$ cat config.mk
export PLATFORM = sky130hd
export DESIGN_NAME = hazard_ctrl
export DESIGN_NICKNAME = d
export VERILOG_FILES = /design/src/rtl/hazard_ctrl.sv
export SDC_FILE = /design/constraint.sdc
export NUM_CORES = 1
export LEC_CHECK = 0
export CAP_MARGIN = 40
export CORE_MARGIN = 2
export CORE_UTILIZATION = 30
export DETAILED_ROUTE_END_ITERATION = 8
export PLACE_DENSITY = 0.85
export RECOVER_POWER = 100
export SYNTH_ARGS = -nofsm -noshare
export SYNTH_HDL_FRONTEND = slang
export SYNTH_SLANG_ARGS = --single-unit
$ cat constraint.sdc
create_clock -name clk -period 2.2 [get_ports clk]
set_input_delay 0.33 -clock clk [delete_from_list [all_inputs] [get_ports clk]]
set_output_delay 0.33 -clock clk [all_outputs]
set_load 0.1 [all_outputs]
$ cat src/rtl/hazard_ctrl.sv
// -----------------------------------------------------------------------------
// hazard_ctrl
// Hazard controller and scheduler for the 5-stage RV64I pipeline.
//
// Responsibilities:
//   - Load-use detection, branch/jump redirect handling, data-memory waits.
//   - Per-stage stall and flush controls (FlushE clears the D/E register).
//   - Execute-stage operand forwarding selects.
//   - Memory-wait state machine with a watchdog that latches a sticky error
//     on a hung bus.
//
// Parameters:
//   MEM_TIMEOUT : MEM_WAIT cycles allowed before the watchdog fires
//                 (0 disables the watchdog)
//   CNT_W       : width of the performance counters
//
// Ports:
//   clk, rst                    clock, asynchronous active-high reset
//   Rs1_D, Rs2_D                decode-stage source registers
//   Rs1_E, Rs2_E, Rd_E          execute-stage register fields
//   ResultSrc_E                 execute result select (2'b01 = load)
//   PCSrc_E                     redirect resolved in E
//   Rd_M, Rd_W                  destination registers in M and W
//   RegWrite_M, RegWrite_W      register write enables in M and W
//   dmem_req_M, dmem_ready      data-memory request / completion
//   StallF/D/E/M                hold the F, D, E and M registers
//   FlushD/E/W                  bubble into F/D, D/E and M/W registers
//   ForwardA_E, ForwardB_E      00 = regfile, 01 = W result, 10 = M ALU result
//   mem_busy                    FSM is in MEM_WAIT
//   mem_err                     sticky watchdog error
//   stall_cnt, flush_cnt        performance counters
//
// Build option:
//   HAZARD_PERF_CNT_EN : when defined, stall_cnt counts StallD cycles and
//   flush_cnt counts FlushD cycles (both saturating). When undefined no
//   counter flops exist and both ports read zero.
// -----------------------------------------------------------------------------
module hazard_ctrl #(
  parameter int MEM_TIMEOUT = 256,
  parameter int CNT_W       = 32
) (
  input  logic             clk,
  input  logic             rst,
  input  logic [4:0]       Rs1_D,
  input  logic [4:0]       Rs2_D,
  input  logic [4:0]       Rs1_E,
  input  logic [4:0]       Rs2_E,
  input  logic [4:0]       Rd_E,
  input  logic [1:0]       ResultSrc_E,
  input  logic             PCSrc_E,
  input  logic [4:0]       Rd_M,
  input  logic [4:0]       Rd_W,
  input  logic             RegWrite_M,
  input  logic             RegWrite_W,
  input  logic             dmem_req_M,
  input  logic             dmem_ready,
  output logic             StallF,
  output logic             StallD,
  output logic             StallE,
  output logic             StallM,
  output logic             FlushD,
  output logic             FlushE,
  output logic             FlushW,
  output logic [1:0]       ForwardA_E,
  output logic [1:0]       ForwardB_E,
  output logic             mem_busy,
  output logic             mem_err,
  output logic [CNT_W-1:0] stall_cnt,
  output logic [CNT_W-1:0] flush_cnt
);

  localparam logic [1:0] RUN      = 2'd0;
  localparam logic [1:0] MEM_WAIT = 2'd1;
  localparam logic [1:0] ERR      = 2'd2;

  // Wide enough to hold MEM_TIMEOUT itself, at least one bit.
  localparam int               WAIT_W    = $clog2(MEM_TIMEOUT + 2);
  localparam logic [WAIT_W-1:0] TIMEOUT_V = WAIT_W'(MEM_TIMEOUT);
  localparam logic              WD_EN     = (MEM_TIMEOUT != 0);

  logic [1:0]        state_r;
  logic [1:0]        state_nxt_s;
  logic [WAIT_W-1:0] wait_cnt_r;
  logic [WAIT_W-1:0] wait_cnt_nxt_s;
  logic              mem_err_r;
  logic              mem_err_nxt_s;
  logic              lw_stall_s;
  logic              mem_stall_s;

  // Forward select for one execute operand; the younger M result beats W.
  function automatic logic [1:0] fwd_sel(
    input logic [4:0] rs,
    input logic [4:0] rd_m,
    input logic       we_m,
    input logic [4:0] rd_w,
    input logic       we_w
  );
    logic [1:0] sel;
    if (we_m && (rd_m != 5'd0) && (rd_m == rs)) begin
      sel = 2'b10;
    end else if (we_w && (rd_w != 5'd0) && (rd_w == rs)) begin
      sel = 2'b01;
    end else begin
      sel = 2'b00;
    end
    return sel;
  endfunction

  // Hazard terms and stall/flush controls; a memory stall overrides everything.
  always_comb begin
    lw_stall_s  = (ResultSrc_E == 2'b01) && (Rd_E != 5'd0) &&
                  ((Rd_E == Rs1_D) || (Rd_E == Rs2_D));
    mem_stall_s = (state_r == ERR) || (dmem_req_M && !dmem_ready);
    StallF = 1'b0;
    StallD = 1'b0;
    StallE = 1'b0;
    StallM = 1'b0;
    FlushD = 1'b0;
    FlushE = 1'b0;
    FlushW = 1'b0;
    if (mem_stall_s) begin
      // A pending redirect stays in frozen E and is applied on release.
      StallF = 1'b1;
      StallD = 1'b1;
      StallE = 1'b1;
      StallM = 1'b1;
      FlushW = 1'b1;
    end else begin
      StallF = lw_stall_s && !PCSrc_E;
      StallD = lw_stall_s && !PCSrc_E;
      FlushD = PCSrc_E;
      FlushE = PCSrc_E || lw_stall_s;
    end
  end

  // Operand forwarding selects.
  always_comb begin
    ForwardA_E = fwd_sel(Rs1_E, Rd_M, RegWrite_M, Rd_W, RegWrite_W);
    ForwardB_E = fwd_sel(Rs2_E, Rd_M, RegWrite_M, Rd_W, RegWrite_W);
  end

  // Memory-wait FSM next state, wait counter and watchdog.
  always_comb begin
    state_nxt_s    = state_r;
    wait_cnt_nxt_s = wait_cnt_r;
    mem_err_nxt_s  = mem_err_r;
    case (state_r)
      RUN: begin
        if (dmem_req_M && !dmem_ready) begin
          state_nxt_s    = MEM_WAIT;
          wait_cnt_nxt_s = {{(WAIT_W-1){1'b0}}, 1'b1};
        end else begin
          state_nxt_s = RUN;
        end
      end
      MEM_WAIT: begin
        // Ready on the timeout cycle wins over the watchdog.
        if (dmem_ready) begin
          state_nxt_s    = RUN;
          wait_cnt_nxt_s = {WAIT_W{1'b0}};
        end else if (WD_EN && (wait_cnt_r == TIMEOUT_V)) begin
          state_nxt_s   = ERR;
          mem_err_nxt_s = 1'b1;
        end else if (wait_cnt_r != {WAIT_W{1'b1}}) begin
          wait_cnt_nxt_s = wait_cnt_r + {{(WAIT_W-1){1'b0}}, 1'b1};
        end else begin
          wait_cnt_nxt_s = wait_cnt_r;
        end
      end
      ERR: begin
        state_nxt_s = ERR;
      end
      default: begin
        // Unreachable encoding: fail safe into the frozen error state.
        state_nxt_s   = ERR;
        mem_err_nxt_s = 1'b1;
      end
    endcase
  end

  // FSM, wait counter and error flag registers.
  always_ff @(posedge clk or posedge rst) begin
    if (rst) begin
      state_r    <= RUN;
      wait_cnt_r <= {WAIT_W{1'b0}};
      mem_err_r  <= 1'b0;
    end else begin
      state_r    <= state_nxt_s;
      wait_cnt_r <= wait_cnt_nxt_s;
      mem_err_r  <= mem_err_nxt_s;
    end
  end

  assign mem_busy = (state_r == MEM_WAIT);
  assign mem_err  = mem_err_r;

`ifdef HAZARD_PERF_CNT_EN
  logic [CNT_W-1:0] stall_cnt_r;
  logic [CNT_W-1:0] flush_cnt_r;

  // Saturating counters of decode-stall and decode-flush cycles.
  always_ff @(posedge clk or posedge rst) begin
    if (rst) begin
      stall_cnt_r <= {CNT_W{1'b0}};
      flush_cnt_r <= {CNT_W{1'b0}};
    end else begin
      if (StallD && (stall_cnt_r != {CNT_W{1'b1}})) begin
        stall_cnt_r <= stall_cnt_r + {{(CNT_W-1){1'b0}}, 1'b1};
      end else begin
        stall_cnt_r <= stall_cnt_r;
      end
      if (FlushD && (flush_cnt_r != {CNT_W{1'b1}})) begin
        flush_cnt_r <= flush_cnt_r + {{(CNT_W-1){1'b0}}, 1'b1};
      end else begin
        flush_cnt_r <= flush_cnt_r;
      end
    end
  end

  assign stall_cnt = stall_cnt_r;
  assign flush_cnt = flush_cnt_r;
`else
  assign stall_cnt = {CNT_W{1'b0}};
  assign flush_cnt = {CNT_W{1'b0}};
`endif

endmodule
==> metrics.yaml <==
synthesis:
  yosys_most_used_dff: "dfrtp_1"
  synth-edff-count: 0
  avgSynthCellArea_um2: 8.13
  syn_area_um2: 1680
  yosysSeqAreaShare_pct: 17.9
  yosys_warnings: 0
  synthCells: 206
  synthArstFlopShare_pct: 100
  ys_types: 43
  ys_ff_latch: 12
cells_and_area:
  multiInputGateArea_um2: 1260
  fillers: 504
  fin_nets: 344
  postLayoutCoreUtil_pct: 47.5
  layout.cells.non_filler: 367
  drive_gt1_share_pct: 29.8
  final_cell_mix: "conb_1, buf_4, clkdlybuf4s50_1"
  syn_to_final_growth_pct: 54.1
  seqCellArea_um2: 300
  final_common_cell: "conb_1"
  fin_area_um2: 2580
  antenna_cells: 0
setup_path:
  worst-r2r-setup-slack_ns: 0.10
  cp_max_fo: 2
  crit_buf_inv: 2
  cp_data_arrival_time_ns: 1.86
  reg2reg_to: "wait_cnt_r[2]$_DFFE_PP0P_"
  endpoint_kind: "output port"
  cpMaxStageDelayCell: "or4_4"
  path_delay_family: "simple AND/OR/NAND/NOR gates"
  max_stage_delay_ns: 0.55
  cp_common_cell: "or4_4"
  reg2reg_depth: 9
  path_cells: "clkdlybuf4s15_1, or4_4, o21ai_2, or4_4, nor4_4, buf_12"
  worstPathRequired_ns: 1.87
  r2r_start: "wait_cnt_r[0]$_DFFE_PP0P_"
  critPathKind: "in2out"
  critPathLaunchType: "input port"
power:
  clkPwrFrac_pct: 18.3
  p_sw_w: 0.000672
  p_total_w: 0.00114
  power_frac_comb_pct: 62.2
  swShare_pct: 59.0
  pwr-share-seq_pct: 19.5
  cellPowerDensity_nw_per_um2: 442
  intPower_w: 0.000468
  ir_worst_vdd_uv: 362
  p_leak_nw: 1.17
clock_network:
  clockBufferDepth: 2
  clk-insertion-delay-late_ns: 0.25
  cts_num_sinks: 12
  h-tree-depth: 1
  cts-root-buf: "clkbuf_8"
  cts_tree: "yes"
  cts_hold_buf: 0
  clk_pin_slew_ns: 0.06
  cts_buffers: 3
timing:
  setup_viol: 0
  hold_viol: 0
  worst_slack_ns: 0.0114
  tightest_slew_ns: 1.16
  relSlewSlack_pct: 22.7
  fmax_mhz: 457
  finalCriticalPeriod_ns: 2.19
  fin_worst_skew_ns: 0.00524
  slew_violations: 0
  post-route-period-util_pct: 99.5
route:
  drt_first_pass_iters: 4
  wl_met2_mm: 2.50
  wl_met1_mm: 1.68
  wl_per_cell_um: 12.8
  routed_wl_mm: 4.68
  met3_length_um: 430
  drtIter0Drc: 21
  drtAntennaViolNets: 0
  post_drt_via_cell_ratio: 4.31
  top_layer_used: "met4"
  drcViolationCount: 0
  vias: 1583
global_routing:
  grt_pass1_vias: 1519
  grt_max_degree: 13
  grt_pass1_wl_mm: 6.91
  grt_usage_pct: 14.1
  antenna_found_initial: 0
  gr-total-overflow: 0
place:
  pre_cts_slack_ns: -0.385
  numPortBuffers: 56
  placed_cell_area_um2: 2530
  hpwl_mm: 3.75
  place_congestion: 0.819
  dp.cells: 364
floorplanning:
  core.rowCount: 27
  ios: 121
  die-area_um2: 6200
  die_w_um: 78.7
  initial_core_util_pct: 30.8
  chipHeight_um: 78.7
  fp.coreArea_um2: 5440
min_path:
  hp-class: "reg2reg"
  whs_endpoint: "mem_err$_DFFE_PP0P_"
  hp-start: "mem_err$_DFFE_PP0P_"
  holdPathStages: 1
job:
  drv_cap: 0
outcome:
  status: "complete, no violations"
-- state kept, by name, summed over array words and instances, names as in the netlist --
name	count
mem_err	1
state_r	2
wait_cnt_r	9
-- through the flow --
step                      hold WS (ns)  TNS (ns)
final                            0.467         0
after global routing             0.496   -0.0496
after global placement           0.451     -1.02
after CTS                        0.418         0
after floorplan                  0.195    -0.822
after detailed placement         0.464     -1.33
-- synth_stat cells, drive strengths merged (3+ instances only) --
master,count,area [um^2]
buf,69,513
xor2,24,210
o21ai,15,78.8
dfrtp,12,300
nor2,8,30.0
inv,7,26.3
nand2,7,26.3
or4,6,48.8
xnor2,6,52.6
nor3,5,25.0
nor4,5,31.3
nand3,4,20.0
o31ai,4,30.0
and3,3,18.8
ha,3,37.5
nand3b,3,22.5
-- worst max path at each step --
stage / from / end / slack (ns) / cells after the start
2_1_floorplan: Rd_M[1] / ForwardA_E[0] / -0.41 / 4
3_3_place_gp: Rd_W[4] / ForwardB_E[0] / -0.35 / 6
3_5_place_dp: Rd_W[4] / ForwardB_E[0] / -0.38 / 6
4_1_cts: wait_cnt_r[0]$_DFFE_PP0P_ / wait_cnt_r[6]$_DFFE_PP0P_ / 0.003 / 9
5_1_grt: wait_cnt_r[0]$_DFFE_PP0P_ / wait_cnt_r[4]$_DFFE_PP0P_ / -0.02 / 9
6_report: Rd_W[3] / ForwardA_E[0] / 0.01 / 6
-- worst register-to-register path, cell delays in order, from the launching register on --
cell and delay, ns:
dfrtp_1 0.37, ha_1 0.21, and3_4 0.19, nand3_1 0.09, nor2_1 0.06, ha_1 0.17
and3b_1 0.19, a211o_4 0.33, o31ai_2 0.27, o21ai_1 0.10
-- power by group through the flow --
| stage | Clock, W | Combinational [W] | Sequential [W] |
|---|---|---|---|
| finish | 0.000209 | 0.000709 | 0.000222 |
| global route | 0.000225 | 0.000729 | 0.000222 |
| CTS | 0.000211 | 0.000703 | 0.000222 |
| detailed placement | 0 | 0.000707 | 0.000226 |
| global placement | 0 | 0.000700 | 0.000226 |
| floorplan | 0 | 0.000642 | 0.000233 |
-- timing repair --
item                       4_1_cts  5_1_grt
gates cloned                     0        0
resized for setup               33       26
pin swaps                        9       14
buffers inserted                 0        0
setup endpoints to repair       13       20
-- layer usage --
| layer | vias to the layer above | GRT usage, % |
|---|---|---|
| li1 | 759 | - |
| met1 | 735 | 14.6 |
| met2 | 82 | 28.1 |
| met3 | 7 | 2.95 |
| met4 | 0 | 4.21 |
| met5 | - | 0 |
-- layout make-up --
class                           instances  area share, %
Inverter                                7           1.02
Multi-Input combinational cell        181           48.9
Timing Repair Buffer                   92           33.4
Clock buffer                            3           1.60
Tap cell                               72           3.49
Sequential cell                        12           11.6
-- cells by family after synthesis --
| family | Yosys count | synth area share [%] |
|---|---|---|
| other | 1 | 0.224 |
| and+or+nand+nor | 52 | 18.6 |
| DFF | 12 | 17.9 |
| adders and majority gates | 3 | 2.24 |
| AOI/OAI and AO/OA | 32 | 13.1 |
| buffers and inverters | 76 | 32.2 |
| xor gates and xnor gates | 30 | 15.7 |
Note: power is estimated with default switching activity, not from simulation.
